## src/rtl/pid_wall_follower_pkg.sv

```systemverilog
// Shared types and helpers for the wall-follower sensor and control path.
package pid_wall_follower_pkg;

   localparam int unsigned US_PER_CM = 58;

   typedef enum logic [2:0] {
      IDLE      = 3'd0,
      TRIG      = 3'd1,
      WAIT_RISE = 3'd2,
      MEASURE   = 3'd3,
      HOLDOFF   = 3'd4
   } ranger_state_t;

   // Bits needed for a counter that runs 0..n-1 (at least one bit).
   function automatic int unsigned cnt_width(input int unsigned n);
      return (n > 1) ? int'($clog2(n)) : 1;
   endfunction

endpackage

```

## src/rtl/sync_edge_detect.sv

```systemverilog
// Two-flop synchroniser for an asynchronous input, with rise/fall pulses
// derived from the synchronised level and its registered previous value.
module sync_edge_detect (
   input  logic clk,
   input  logic reset,
   input  logic async_in,
   output logic sync_out,
   output logic rise_c,
   output logic fall_c
);

   logic meta_q, meta_d;
   logic sync_q, sync_d;
   logic prev_q, prev_d;

   always_comb begin
      meta_d = async_in;
      sync_d = meta_q;
      prev_d = sync_q;
   end

   always_ff @(posedge clk or posedge reset) begin
      if (reset) begin
         meta_q <= 1'b0;
         sync_q <= 1'b0;
         prev_q <= 1'b0;
      end else begin
         meta_q <= meta_d;
         sync_q <= sync_d;
         prev_q <= prev_d;
      end
   end

   assign sync_out = sync_q;
   assign rise_c   = sync_q & ~prev_q;
   assign fall_c   = ~sync_q & prev_q;

endmodule

```

## src/rtl/ultrasonic_ranger.sv

```systemverilog
// HC-SR04 style ranger: periodic trigger, echo pulse timing, and conversion
// of the echo width into whole centimetres with timeout reporting.
module ultrasonic_ranger
   import pid_wall_follower_pkg::*;
#(
   parameter int unsigned CLK_FREQ_HZ = 100_000_000,
   parameter int unsigned PV_WIDTH    = 9,
   parameter int unsigned TRIG_US     = 10,
   parameter int unsigned TIMEOUT_US  = 38000,
   parameter int unsigned PERIOD_US   = 60000
) (
   input  logic                clk,
   input  logic                reset,
   input  logic                en,
   input  logic                echo,
   output logic                trig,
   output logic [PV_WIDTH-1:0] distance,
   output logic                distance_valid,
   output logic                timeout,
   output logic                busy
);

   localparam int unsigned CLKS_PER_US = CLK_FREQ_HZ / 1_000_000;
   localparam int unsigned CLKS_PER_CM = US_PER_CM * CLKS_PER_US;
   localparam int unsigned TRIG_CYC    = TRIG_US * CLKS_PER_US;
   localparam int unsigned TIMEOUT_CYC = TIMEOUT_US * CLKS_PER_US;
   localparam int unsigned PERIOD_CYC  = PERIOD_US * CLKS_PER_US;

   // One counter times both the trigger pulse and the echo timeouts.
   localparam int unsigned CNT_W = cnt_width((TIMEOUT_CYC > TRIG_CYC) ? TIMEOUT_CYC : TRIG_CYC);
   localparam int unsigned PER_W = cnt_width(PERIOD_CYC);
   localparam int unsigned SUB_W = cnt_width(CLKS_PER_CM);

   localparam logic [CNT_W-1:0]    TRIG_LAST = CNT_W'(TRIG_CYC - 1);
   localparam logic [CNT_W-1:0]    TMO_LAST  = CNT_W'(TIMEOUT_CYC - 1);
   localparam logic [PER_W-1:0]    PER_LAST  = PER_W'(PERIOD_CYC - 1);
   localparam logic [SUB_W-1:0]    SUB_LAST  = SUB_W'(CLKS_PER_CM - 1);
   localparam logic [PV_WIDTH-1:0] CM_MAX    = '1;

   logic echo_sync, echo_rise_c, echo_fall_c;

   sync_edge_detect u_echo_sync (
      .clk      (clk),
      .reset    (reset),
      .async_in (echo),
      .sync_out (echo_sync),
      .rise_c   (echo_rise_c),
      .fall_c   (echo_fall_c)
   );

   ranger_state_t       state_q, state_d;
   logic                trig_q, trig_d;
   logic [PV_WIDTH-1:0] distance_q, distance_d;
   logic                valid_q, valid_d;
   logic                timeout_q, timeout_d;
   logic                busy_q, busy_d;
   logic [CNT_W-1:0]    cnt_q, cnt_d;
   logic [PER_W-1:0]    per_q, per_d;
   logic [SUB_W-1:0]    sub_q, sub_d;
   logic [PV_WIDTH-1:0] cm_q, cm_d;

   logic                sub_wrap;
   logic [PV_WIDTH-1:0] cm_inc;

   // Next-state and output logic; the fall cycle itself is counted, so a
   // wrap on that cycle is folded into the published distance.
   always_comb begin
      sub_wrap   = (sub_q == SUB_LAST);
      cm_inc     = (cm_q == CM_MAX) ? cm_q : cm_q + PV_WIDTH'(1);

      state_d    = state_q;
      trig_d     = trig_q;
      distance_d = distance_q;
      valid_d    = 1'b0;
      timeout_d  = timeout_q;
      cnt_d      = cnt_q;
      per_d      = (per_q == PER_LAST) ? per_q : per_q + PER_W'(1);
      sub_d      = sub_q;
      cm_d       = cm_q;

      case (state_q)
         IDLE: begin
            per_d = '0;
            cnt_d = '0;
            if (en) begin
               state_d = TRIG;
               trig_d  = 1'b1;
            end
         end
         TRIG: begin
            cnt_d = cnt_q + CNT_W'(1);
            if (cnt_q == TRIG_LAST) begin
               trig_d  = 1'b0;
               cnt_d   = '0;
               state_d = WAIT_RISE;
            end
         end
         WAIT_RISE: begin
            cnt_d = cnt_q + CNT_W'(1);
            if (echo_rise_c) begin
               cnt_d   = '0;
               sub_d   = '0;
               cm_d    = '0;
               state_d = MEASURE;
            end else if (cnt_q == TMO_LAST) begin
               distance_d = CM_MAX;
               timeout_d  = 1'b1;
               valid_d    = 1'b1;
               state_d    = HOLDOFF;
            end
         end
         MEASURE: begin
            cnt_d = cnt_q + CNT_W'(1);
            sub_d = sub_wrap ? '0 : sub_q + SUB_W'(1);
            if (sub_wrap) cm_d = cm_inc;
            if (echo_fall_c) begin
               distance_d = sub_wrap ? cm_inc : cm_q;
               timeout_d  = 1'b0;
               valid_d    = 1'b1;
               state_d    = HOLDOFF;
            end else if (cnt_q == TMO_LAST) begin
               distance_d = CM_MAX;
               timeout_d  = 1'b1;
               valid_d    = 1'b1;
               state_d    = HOLDOFF;
            end
         end
         HOLDOFF: begin
            if ((per_q == PER_LAST) && !echo_sync) begin
               if (en) begin
                  state_d = TRIG;
                  trig_d  = 1'b1;
                  per_d   = '0;
                  cnt_d   = '0;
               end else begin
                  state_d = IDLE;
               end
            end
         end
         default: state_d = IDLE;
      endcase

      // Dropping en abandons whatever is in flight without publishing.
      if (!en) begin
         state_d    = IDLE;
         trig_d     = 1'b0;
         valid_d    = 1'b0;
         distance_d = distance_q;
         timeout_d  = timeout_q;
      end

      busy_d = (state_d != IDLE);
   end

   always_ff @(posedge clk or posedge reset) begin
      if (reset) begin
         state_q    <= IDLE;
         trig_q     <= 1'b0;
         distance_q <= '0;
         valid_q    <= 1'b0;
         timeout_q  <= 1'b0;
         busy_q     <= 1'b0;
         cnt_q      <= '0;
         per_q      <= '0;
         sub_q      <= '0;
         cm_q       <= '0;
      end else begin
         state_q    <= state_d;
         trig_q     <= trig_d;
         distance_q <= distance_d;
         valid_q    <= valid_d;
         timeout_q  <= timeout_d;
         busy_q     <= busy_d;
         cnt_q      <= cnt_d;
         per_q      <= per_d;
         sub_q      <= sub_d;
         cm_q       <= cm_d;
      end
   end

   assign trig           = trig_q;
   assign distance       = distance_q;
   assign distance_valid = valid_q;
   assign timeout        = timeout_q;
   assign busy           = busy_q;

endmodule

```

## config.mk

```make
export PLATFORM = sky130hd
export DESIGN_NAME = ultrasonic_ranger
export DESIGN_NICKNAME = d
export VERILOG_FILES = /design/src/rtl/pid_wall_follower_pkg.sv /design/src/rtl/sync_edge_detect.sv /design/src/rtl/ultrasonic_ranger.sv
export SDC_FILE = /design/constraint.sdc
export NUM_CORES = 1
export LEC_CHECK = 0
export BUFFER_PORTS_ARGS = -buffer_cell sky130_fd_sc_hd__buf_4
export CAP_MARGIN = 20
export CORE_UTILIZATION = 62
export DETAILED_ROUTE_END_ITERATION = 10
export HOLD_SLACK_MARGIN = 0.1
export PLACE_DENSITY_LB_ADDON = 0.12
export SLEW_MARGIN = 10
export SYNTH_ARGS = -nofsm -noshare
export SYNTH_HDL_FRONTEND = slang
export SYNTH_SLANG_ARGS = --single-unit
```

## constraint.sdc

```tcl
create_clock -name clk -period 3.2 [get_ports clk]
set_input_delay 0.32 -clock clk [delete_from_list [all_inputs] [get_ports clk]]
set_output_delay 0.32 -clock clk [all_outputs]
set_load 0.005 [all_outputs]
```

==> metrics.sh, run 1 <==
OUTCOME='finished, final reports clean'
CORE_REGION_AREA_UM2=7250
RSZ0062_AT_GRT='false'
CP.REQUIRED_PS=3440
INITIALDRTVIOLATIONCOUNT=325
ROUTE.FINAL.WIRE_LENGTH_UM=9840
VIAS_IN_THE_FIRST_GLOBAL_ROUTE=3592
GLOBALROUTE.TOTALOVERFLOW=0
HOLDCRITPATHCLASS='in2reg'
POST_CTS.RESIZED_INSTANCES=0
SYNTH_XOR_XNOR_AREA_SHARE_PCT=4.90
CRITPATHLAUNCH='sub_q[3]'
YOSYSSEQAREASHARE_PCT=46.3
TIMING.RR.END='sub_q[6]'
MET3WIRELENGTH_UM=397
CLOCK_SINKS=86
POST_LAYOUT_NET_COUNT=512
SYNTH-SIMPLE-AREA-SHARE_PCT=25.8
FINALCRITPERIODSHARE_PCT=76.8
FP.DIEH_UM=88.6
CP_TOP_FAMILY='simple AND/OR/NAND/NOR gates'
CRITPATHSLOWESTCELL='sky130_fd_sc_hd__or4b_4'
SYNTHESIS.AREA_PER_INSTANCE_UM2=9.47
NUMBER_OF_DIODES_ADDED_FOR_ANTENNA_FIXING=0
PORT-BUFFER-COUNT=16
SETUP_VIOL=0
TRACK_USAGE_PCT=27.5
MET1WIRELENGTH_UM=4560
CRIT_PATH_END_KIND='register'
REG2REG_DEPTH=5
SYNTHFLOPTYPE='sky130_fd_sc_hd__dfrtp_1'
SYNTH_COMPOUND_AREA_SHARE_PCT=17.8
YS_WARN_COUNT=0
SYNTHESIS.AREA_UM2=4650
SLEW_HEADROOM_PCT=37.2
START_KIND='register'
DRIVE_ABOVE_1_SHARE_PCT=11.2
CRIT_PATH_CELL_TRACE='or4b_4 -> nor4_4 -> nand2b_1 -> o21ai_1 -> a22o_1'
HIGHEST_METAL_USED='met4'
TIMING_HOLD_VIOLATIONS_FINAL=0
FP.DIEW_UM=88.6
VIAS=3883
SETUP-TNS-FINAL_PS=0
DR_WL_MET2_UM=4740
GP_CONGESTION=0.893
TIMING.FMAX_MHz=407
AVGVIACOUNTPERCELL=6.40
NETLIST.AREA_LEADER.SHARE_PCT=46.3
CRIT_PATH_MAX_FANOUT=10
CRITICAL_PATH_DEPTH=5
NETLIST_TOP_CELLS_AREA='sky130_fd_sc_hd__dfrtp_1, sky130_fd_sc_hd__nand2_1, sky130_fd_sc_hd__xor2_1'
CRITICAL-PATH-MAX-STAGE-DELAY_PS=590
YS_SEQ_ELEMENTS=86
MAPPEDNETLISTNETS=499
WORST_SETUP_HOLD_PATH_CLK_SLEW_PS=90
CTS_POST_SETUP_BUFFERS_INSERTED=0
CLOCK_TREE_SKEW_AFTER_FINAL_LAYOUT_PS=11.8
POWER.DENSITY_nW_PER_UM2=421
WORST_SLEW_PIN_TRAN_PS=934
CTS-BUFFERS-INSERTED=9
ANTENNA_FOUND_INITIAL=0
MOST_FREQUENT_STANDARD_CELL_IN_THE_LAYOUT_EXCLUDING_FILL_AND_TAP_CELLS='sky130_fd_sc_hd__dfrtp_1'
UTILIZATION_PCT=70.3
FILLER_CELL_COUNT=561
CLK_BUF_DEPTH=2
R2R_SLACK_PS=740
DIE_AREA_UM2=7850
ASYNC_SET_OR_RESET_FLOP_FRACTION_IN_THE_SYNTHESIZED_NETLIST_PCT=100
DESIGN.PORTCOUNT=17
TIMING.SETUP.CRITICAL_PATH_CLASS='reg2reg'
TIMING_MAX_TRANSITION_VIOLATIONS_FINAL=0
FLOORPLAN.INITIALDENSITY_PCT=64.1
FIRSTDRTPASSITERS=5
FINALCRITICALPERIOD_PS=2460
POST_SYNTH_INST_COUNT=491
NUMBER_OF_CORE_ROWS=31
SYNTH_AREA_LEADER_CELL='sky130_fd_sc_hd__dfrtp_1'
DRT-WIRELENGTH-PER-CELL_UM=16.2
TOTAL_LEAKAGE_POWER_uW=0.00216
SETUP.WORST_PATH.END='sub_q[6]'
VDD_DROP_MAX_mV=0.264
CTS_TREE='done'
SYNTH-EDFF-COUNT=0
CRITPATHBUFINV=0
MOST_FREQUENT_CELLS_IN_THE_LAYOUT='sky130_fd_sc_hd__dfrtp_1, sky130_fd_sc_hd__nand2_1, sky130_fd_sc_hd__nor2_1, sky130_fd_sc_hd__o21ai_0, sky130_fd_sc_hd__nand3_1'
ARRIVAL_TIME_OF_THE_WORST_SETUP_PATH_PS=2700
SYNTH_CELL_TYPES=70
WORST_SKEW_PAIR.LATE_LATENCY_PS=350
FLOW.AREA_GROWTH_FROM_SYNTHESIS_PCT=9.63
CLK_ROOT_BUFFER_CELL='sky130_fd_sc_hd__clkbuf_8'
CTS.HTREE.LEVELS=3
R2R_START='sub_q[3]'
MAX-CAP-VIOLATIONS=0
ANT_NETS=0
SYNTH_FA_HA_AREA_SHARE_PCT=1.08
GRT_FIRST_PASS_WIRELENGTH_UM=16700
COMBINATIONAL_FAMILY_WITH_THE_MOST_AREA_AFTER_SYNTHESIS='simple AND/OR/NAND/NOR gates'
SYNTH_MUX_AREA_SHARE_PCT=0.753
GRT_MAX_DEGREE=47
DETAIL_ROUTE.DRC_VIOLATIONS=0
DP_HPWL_UM=6660
-- worst reg2reg max path, stage by stage, from the launching register on --
cell	delay (ps)
sky130_fd_sc_hd__dfrtp_1	430
sky130_fd_sc_hd__or4b_4	590
sky130_fd_sc_hd__nor4_4	590
sky130_fd_sc_hd__nand2b_1	360
sky130_fd_sc_hd__o21ai_1	110
sky130_fd_sc_hd__a22o_1	270
-- flip-flops by register name, indices dropped and copies added, names as in the netlist --
name and cells:
busy 1, cm_q 9, cnt_q 22, distance 9
distance_valid 1, per_q 23, state_q 3, sub_q 13
timeout 1, trig 1, u_echo_sync.meta_q 1, u_echo_sync.prev_q 1
u_echo_sync.sync_out 1
-- where the power goes --
group | leakage (uW) | internal [uW] | total (uW) | switching (uW)
logic | 0.000877 | 60.8 | 145 | 84.1
registers | 0.00118 | 1120 | 1170 | 53.9
clock network | 0.000105 | 436 | 827 | 392
-- cell families (layout without fill, tap and decap cells) --
family | Yosys count | after routing
fa+ha+maj | 4 | 4
buf+inv | 36 | 53
flops | 86 | 86
xor+xnor | 26 | 26
mux | 3 | 3
simple gates | 212 | 212
compound gates | 124 | 124
-- synthesized netlist by cell type, drive strengths merged (3+ instances only) --
master,count
a2bb2oi,7
nand2b,7
and3,12
or3,4
dfrtp,86
a41oi,4
clkbuf,12
a21o,5
and2,7
or4,5
nand3,28
xnor2,8
a31oi,18
nor3,15
nor2b,4
xor2,18
o211ai,3
nand4,16
a22o,7
or4b,3
nand2,42
o22ai,3
o21ai,33
nor2,40
a21oi,20
buf,10
inv,14
and4,7
ha,4
o31ai,5
nor4,11
nand4b,3
-- final cells by class --
class / instances / area (um2) / area share (%)
clock buffer: 9 / 124 / 2.43
clock inverter: 6 / 86.3 / 1.69
inverter: 14 / 53.8 / 1.05
multi-input combinational: 369 / 2350 / 46.2
sequential: 86 / 2150 / 42.2
tap: 99 / 124 / 2.43
timing repair buffer: 24 / 205 / 4.02
-- how the worst min path moves through the flow --
| stage | startpoint | endpoint | cells after the start |
|---|---|---|---|
| after floorplan | u_echo_sync.meta_q | u_echo_sync.sync_out | 0 |
| after global placement | u_echo_sync.meta_q | u_echo_sync.sync_out | 0 |
| after detailed placement | u_echo_sync.meta_q | u_echo_sync.sync_out | 0 |
| after CTS | en | trig | 2 |
| after global routing | en | trig | 2 |
| final | en | trig | 2 |
-- metrics by stage --
stage / hold slack, ps / setup slack [ps] / area (um2) / total power (uW) / instances
floorplan: 331 / 658 / 4650 / 1290 / 491
global placement: 334 / 806 / 4850 / 1330 / 589
detailed placement: 343 / 721 / 4850 / 1340 / 589
CTS: 247 / 691 / 5080 / 2160 / 606
global route: 245 / 590 / 5100 / 2240 / 607
finish: 259 / 742 / 5100 / 2150 / 607
-- layer usage --
layer	vias to the layer above	track usage, %
met3	15	3.73
met1	1895	38.4
met2	112	43.6
met5	-	0
li1	1861	-
met4	0	11.3
-- repair_timing --
| action | CTS | global route |
|---|---|---|
| setup endpoints to repair | 0 | 0 |
| hold buffers | 2 | 0 |
| endpoints found under the hold margin | 41 | 0 |
(Power assumes the default switching activity.)
==> run 2: changes to the inputs <==
--- a/config.mk
+++ b/config.mk
@@ -7,7 +7,7 @@
 export LEC_CHECK = 0
 export BUFFER_PORTS_ARGS = -buffer_cell sky130_fd_sc_hd__buf_4
 export CAP_MARGIN = 20
-export CORE_UTILIZATION = 62
+export CORE_UTILIZATION = 56
 export DETAILED_ROUTE_END_ITERATION = 10
 export HOLD_SLACK_MARGIN = 0.1
 export PLACE_DENSITY_LB_ADDON = 0.12
==> constraint.sdc (replaced) <==
create_clock -name clk -period 2.2 [get_ports clk]
set_input_delay 0.22 -clock clk [delete_from_list [all_inputs] [get_ports clk]]
set_output_delay 0.22 -clock clk [all_outputs]
set_load 0.005 [all_outputs]
==> run 2 against run 1 <==
  * Combinational power grew 110%
  * Count of clock-buffer cells in the layout grew 1
  * Fmax grew 13%
  * Global-route usage down 1.5 points
  * Critical path depth rose by 1
  * Non-clock buffer count grew 34
  * First-iteration DRC count is 16% lower
  * Sequential share of layout area down 2.8 points
  * Total power is 50% higher
  * Die area up 10%
  * Worst setup slack worse by 720 ps
  * Sequential power increased by 44%
  * Critical path type unchanged
  * Critical endpoint is now cnt_q[13]
==> metrics.sh, run 2 (synthesis gave the netlist of run 1 again) <==
VDD_DROP_MAX_mV=0.354
VIAS_IN_THE_FIRST_GLOBAL_ROUTE=3719
WORST_SLEW_PIN_TRAN_PS=595
TIMING.FMAX_MHz=460
FINALCRITICALPERIOD_PS=2170
FILLER_CELL_COUNT=642
DP_HPWL_UM=7260
VIAS=4025
ROUTE.FINAL.WIRE_LENGTH_UM=10500
PLACE_WORST_SETUP_SLACK_PS=15.1
FLOORPLAN.INITIALDENSITY_PCT=59.0
START_KIND='register'
CRITICAL-PATH-MAX-STAGE-DELAY_PS=550
HOLDCRITPATHCLASS='in2reg'
POST_LAYOUT_NET_COUNT=546
CORE_REGION_AREA_UM2=7890
PORT-BUFFER-COUNT=16
CLK_ROOT_BUFFER_CELL='sky130_fd_sc_hd__clkbuf_8'
CP.REQUIRED_PS=2440
FLOW.AREA_GROWTH_FROM_SYNTHESIS_PCT=17.4
CTS.HTREE.LEVELS=3
SETUP.WORST_PATH.END='cnt_q[13]'
RSZ0062_AT_GRT='true'
MULTI_INPUT_COMBINATIONAL_CELL_AREA_UM2=2400
FIRSTDRTPASSITERS=5
TRACK_USAGE_PCT=26.0
ANT_NETS=0
ANTENNA_FOUND_INITIAL=0
GRT_MAX_DEGREE=36
FP.DIEW_UM=93.1
MOST_FREQUENT_CELLS_IN_THE_LAYOUT='sky130_fd_sc_hd__dfrtp_1, sky130_fd_sc_hd__buf_4, sky130_fd_sc_hd__nand2_1, sky130_fd_sc_hd__nor2_1, sky130_fd_sc_hd__o21ai_0'
DETAILED_PLACE.AREA_UM2=5090
R2R_START='cnt_q[11]'
CTS_TREE='done'
POSTLAYOUTSETUPSLACKWORST_PS=25.8
TOTAL_LEAKAGE_POWER_uW=0.00236
FIN_CELLS=645
INITIALDRTVIOLATIONCOUNT=272
REG2REG_DEPTH=6
ARRIVAL_TIME_OF_THE_WORST_SETUP_PATH_PS=2420
NUMBER_OF_CORE_ROWS=32
TIMING.SETUP.CRITICAL_PATH_CLASS='reg2reg'
CRIT_PATH_END_KIND='register'
DIE_AREA_UM2=8680
CLK_BUF_DEPTH=2
SETUP_VIOL=0
SLEW_HEADROOM_PCT=60.3
CRIT_PATH_MAX_FANOUT=8
NUMBER_OF_DIODES_ADDED_FOR_ANTENNA_FIXING=0
CRITPATHLAUNCH='cnt_q[11]'
POWER.DENSITY_nW_PER_UM2=590
GRT_FIRST_PASS_WIRELENGTH_UM=17800
TIMING_MAX_TRANSITION_VIOLATIONS_FINAL=0
AVGVIACOUNTPERCELL=6.24
DRIVE_ABOVE_1_SHARE_PCT=18.8
FINAL_AREA_UM2=5460
TIMING.RR.END='cnt_q[13]'
LAYOUT_TOP_REGISTERS='per_q: 23 flops, cnt_q: 22 flops, sub_q: 13 flops'
CLOCK_TREE_SKEW_AFTER_FINAL_LAYOUT_PS=7.55
MAX-CAP-VIOLATIONS=0
DP.CELLS=619
CRITPATHSLOWESTCELL='sky130_fd_sc_hd__or4_4'
CRIT_PATH_CELL_TRACE='or4_4 -> nor4_4 -> a311o_1 -> buf_12 -> nor4_1 -> a221o_1'
GLOBALROUTE.TOTALOVERFLOW=0
CLOCK_SINKS=86
GP_CONGESTION=0.888
DESIGN.PORTCOUNT=17
FP.DIEH_UM=93.1
CTS-BUFFERS-INSERTED=9
WORST_SETUP_HOLD_PATH_CLK_SLEW_PS=80
WORST_SKEW_PAIR.LATE_LATENCY_PS=360
FINALCRITPERIODSHARE_PCT=98.8
TIMING_HOLD_VIOLATIONS_FINAL=0
MOST_FREQUENT_STANDARD_CELL_IN_THE_LAYOUT_EXCLUDING_FILL_AND_TAP_CELLS='sky130_fd_sc_hd__dfrtp_1'
MAX_FLOP_REGISTER='per_q'
SEQUENTIAL_CELL_AREA_UM2=2150
DRT-WIRELENGTH-PER-CELL_UM=16.3
OUTCOME='finished, final reports clean'
R2R_SLACK_PS=30
DETAIL_ROUTE.DRC_VIOLATIONS=0
LARGEST_REGISTER_FF_COUNT=23
-- run 2: cell count changes in the layout (fill, tap and decap cells not counted), moves of 2 or more --
cell	change
sky130_fd_sc_hd__buf_12	+4
sky130_fd_sc_hd__a2bb2oi_1	-2
sky130_fd_sc_hd__buf_4	+30
sky130_fd_sc_hd__a2bb2oi_2	+2
-- run 2: layer usage --
metal  wire length [um]  vias up  global-route usage, %  share of wire (%)
li1                   -     1924                      -                  -
met1               4960     1990                   37.4                 47
met2               5000       99                   39.8                 47
met3                421       12                   4.47                4.0
met4                147        0                   8.97                1.4
met5                  0        -                      0                  0
-- run 2: worst min-delay path by stage --
stage | from | to | slack (ps) | cells after the start
final | en | trig | 160 | 2
after global routing | en | trig | 150 | 2
after CTS | en | trig | 150 | 2
after detailed placement | reset | cnt_q[20] | 330 | 2
after global placement | reset | cnt_q[20] | 330 | 2
after floorplan | echo | u_echo_sync.meta_q | 250 | 0
-- run 2: final cells by class --
| type | instances | share of cell area [%] |
|---|---|---|
| multi-input cells | 369 | 43.9 |
| clock buffers | 10 | 2.52 |
| flip-flops and latches | 86 | 39.4 |
| inverters | 14 | 1.03 |
| clock inverters | 6 | 1.53 |
| well taps | 102 | 2.34 |
| repair buffers | 58 | 9.28 |
-- run 2: repair_timing --
| item | in CTS | in global routing |
|---|---|---|
| pin swaps | 0 | 4 |
| resized for setup | 1 | 12 |
| hold buffers | 2 | 0 |
| endpoints found under the setup margin | 5 | 24 |
| buffers inserted | 0 | 8 |
| hold endpoints to repair | 25 | 0 |
-- run 2: stage by stage --
step	hold slack [ps]	power, uW	setup TNS, ps	utilization [%]
floorplan	251	1880	0	-
global placement	325	1980	0	64.5
detailed placement	328	1990	0	64.5
CTS	145	3220	0	67.7
global route	153	3360	-218	69.3
finish	164	3230	0	69.3
-- run 2: worst max-delay path: cells and delay by family (launching register included) --
family,cells,cell delay (ps)
AOI/OAI and AO/OA,2,550
buffers and inverters,1,130
DFF,1,390
and+or+nand+nor,3,1000
-- run 2: where the power goes --
part / switching, uW / internal, uW
Clock: 570 / 669
Sequential: 52.5 / 1630
Combinational: 162 / 143
==> run 3: changes to the inputs <==
--- a/config.mk
+++ b/config.mk
@@ -7,6 +7,7 @@
 export LEC_CHECK = 0
 export BUFFER_PORTS_ARGS = -buffer_cell sky130_fd_sc_hd__buf_4
 export CAP_MARGIN = 20
+export CORE_MARGIN = 1.5
 export CORE_UTILIZATION = 56
 export DETAILED_ROUTE_END_ITERATION = 10
 export HOLD_SLACK_MARGIN = 0.1
==> constraint.sdc (replaced) <==
create_clock -name clk -period 2.2 [get_ports clk]
set_input_delay 0.33 -clock clk [delete_from_list [all_inputs] [get_ports clk]]
set_output_delay 0.33 -clock clk [all_outputs]
set_load 0.005 [all_outputs]
==> run 3 against run 2 <==
  * The run now ends with negative setup slack left
  * Sequential power is essentially flat
  * Register-to-register slack worse by 70 ps
  * Core utilization up 0.45 points
  * Worst setup slack lost 72 ps
  * Largest cell class unchanged
  * Largest power group unchanged
==> metrics.sh, run 3 (synthesis gave the netlist of run 1 again) <==
NETSWITCHINGFRACTION_PCT=24.4
CLOCK_TREE_SKEW_AFTER_FINAL_LAYOUT_PS=13.7
LARGEST_REGISTER_FF_COUNT=23
FLOORPLAN.INITIALDENSITY_PCT=57.2
ANTENNA_FOUND_INITIAL=0
CORE_REGION_AREA_UM2=8130
FINALCRITICALPERIOD_PS=2250
P_SEQ_SHARE_PCT=52.2
CLOCKPOWERSHARE_PCT=36.6
SETUP-TNS-FINAL_PS=-87.8
GLOBALROUTE.TOTALOVERFLOW=0
ROUTE.FINAL.WIRE_LENGTH_UM=11200
CTS.HTREE.LEVELS=3
TIMING_HOLD_VIOLATIONS_FINAL=0
INITIALDRTVIOLATIONCOUNT=197
DESIGN.PORTCOUNT=17
CTS_TREE='done'
WORST_SKEW_PAIR.LATE_LATENCY_PS=350
AVGVIACOUNTPERCELL=6.12
FP.DIEH_UM=94.1
TIMING.RR.END='cnt_q[13]'
CRIT_PATH_MAX_FANOUT=7
DETAIL_ROUTE.DRC_VIOLATIONS=0
REG2REG_DEPTH=7
VIAS_IN_THE_FIRST_GLOBAL_ROUTE=3931
ARRIVAL_TIME_OF_THE_WORST_SETUP_PATH_PS=2490
DP_HPWL_UM=7480
R2R_START='cnt_q[15]'
TOTAL_LEAKAGE_POWER_uW=0.00248
INTERNAL-POWER_uW=2410
MAX-CAP-VIOLATIONS=0
CP.REQUIRED_PS=2440
FLOW.AREA_GROWTH_FROM_SYNTHESIS_PCT=21.9
DRT-WIRELENGTH-PER-CELL_UM=16.5
MULTI_INPUT_COMBINATIONAL_CELL_AREA_UM2=2450
POWER.DENSITY_nW_PER_UM2=563
TIMING.FMAX_MHz=445
COMB_POWER_SHARE_PCT=11.3
CLK_BUF_DEPTH=2
SETUP_VIOL=4
R2R_SLACK_PS=-50
CTS-BUFFERS-INSERTED=9
GRT_MAX_DEGREE=87
FIRSTDRTPASSITERS=5
DRIVE_ABOVE_1_SHARE_PCT=23.3
P_SWITCHING_uW=777
PLACE_WORST_SETUP_SLACK_PS=-65.8
MOST_FREQUENT_CELLS_IN_THE_LAYOUT='sky130_fd_sc_hd__dfrtp_1, sky130_fd_sc_hd__buf_4, sky130_fd_sc_hd__nand2_1, sky130_fd_sc_hd__nor2_1, sky130_fd_sc_hd__nand3_1'
CLOCK_SINKS=86
FAILING_CHECKS='negative setup slack'
VIAS=4134
POSTLAYOUTSETUPSLACKWORST_PS=-46.2
CLK_ROOT_BUFFER_CELL='sky130_fd_sc_hd__clkbuf_8'
GRT_FIRST_PASS_WIRELENGTH_UM=18400
HOLDCRITPATHCLASS='in2async'
MAX_FLOP_REGISTER='per_q'
PORT-BUFFER-COUNT=16
TIMING.SETUP.CRITICAL_PATH_CLASS='reg2reg'
NUMBER_OF_CORE_ROWS=33
FINALCRITPERIODSHARE_PCT=102
TRACK_USAGE_PCT=26.3
WORST_SLEW_PIN_TRAN_PS=674
CRIT_PATH_END_KIND='register'
VDD_DROP_MAX_mV=0.414
RSZ0062_AT_GRT='true'
MOST_FREQUENT_STANDARD_CELL_IN_THE_LAYOUT_EXCLUDING_FILL_AND_TAP_CELLS='sky130_fd_sc_hd__dfrtp_1'
SLEW_HEADROOM_PCT=55.1
SEQUENTIAL_CELL_AREA_UM2=2160
POST_LAYOUT_NET_COUNT=574
FILLER_CELL_COUNT=619
NUMBER_OF_DIODES_ADDED_FOR_ANTENNA_FIXING=0
TIMING_MAX_TRANSITION_VIOLATIONS_FINAL=0
FP.DIEW_UM=94.1
OUTCOME='finished with violations'
DIE_AREA_UM2=8860
ANT_NETS=0
START_KIND='register'
GP_CONGESTION=0.868
WORST_SETUP_HOLD_PATH_CLK_SLEW_PS=90
LAYOUT_TOP_REGISTERS='per_q: 23 flops, cnt_q: 22 flops, sub_q: 13 flops'
## run 3: area by class of cell
type	instances	area share, %
clock buffer	13	2.98
clock inverter	2	0.684
sequential	86	38.0
timing repair buffer	84	11.8
multi-input combinational	371	43.2
inverter	14	0.993
tap	105	2.32
## run 3: worst max-delay path by stage
| stage | from | endpoint | depth (start not counted) |
|---|---|---|---|
| 2_1_floorplan | sub_q[3] | sub_q[5] | 6 |
| 3_3_place_gp | cnt_q[11] | cnt_q[13] | 7 |
| 3_5_place_dp | cnt_q[0] | cnt_q[4] | 7 |
| 4_1_cts | cnt_q[4] | cnt_q[14] | 7 |
| 5_1_grt | cnt_q[15] | cnt_q[13] | 7 |
| 6_report | cnt_q[15] | cnt_q[13] | 7 |
## run 3: metal layers
metal	track usage, %	up-vias	share of wire, %
met1	35.0	2020	45
met2	43.6	127	49
met4	5.97	0	1.3
li1	-	1975	-
met5	0	-	0
met3	5.74	12	5.1
## run 3: worst max-delay path, stage by stage (launching register included)
cell and delay [ps]:
sky130_fd_sc_hd__dfrtp_1 390, sky130_fd_sc_hd__or4_4 550, sky130_fd_sc_hd__nor4_4 340, sky130_fd_sc_hd__buf_4 170
sky130_fd_sc_hd__a311o_1 200, sky130_fd_sc_hd__buf_6 150, sky130_fd_sc_hd__nor4_2 50, sky130_fd_sc_hd__a221o_1 270
## run 3: what timing repair did
| action | in CTS | in global routing |
|---|---|---|
| endpoints found under the setup margin | 17 | 34 |
| resized for setup | 7 | 17 |
| hold endpoints to repair | 1 | 0 |
| cloned | 0 | 2 |
| hold buffers | 1 | 0 |
| setup buffers | 2 | 10 |
| pin swaps | 7 | 12 |
## run 3: power groups by stage
stage               combinational [uW]  clock (uW)  sequential, uW
finish                             360        1170            1660
global route                       398        1260            1670
CTS                                336        1190            1660
detailed placement                 321           0            1690
global placement                   316           0            1690
floorplan                          172           0            1700
## run 3: through the flow
step                hold slack (ps)  total power (uW)  std cells  area (um2)  util, %
floorplan                       331              1880        491        4660        -
global placement                333              2010        645        5250     64.6
detailed placement              337              2020        645        5250     64.6
CTS                             130              3190        663        5510     67.8
global route                    139              3330        675        5670     69.7
finish                          109              3190        675        5670     69.7
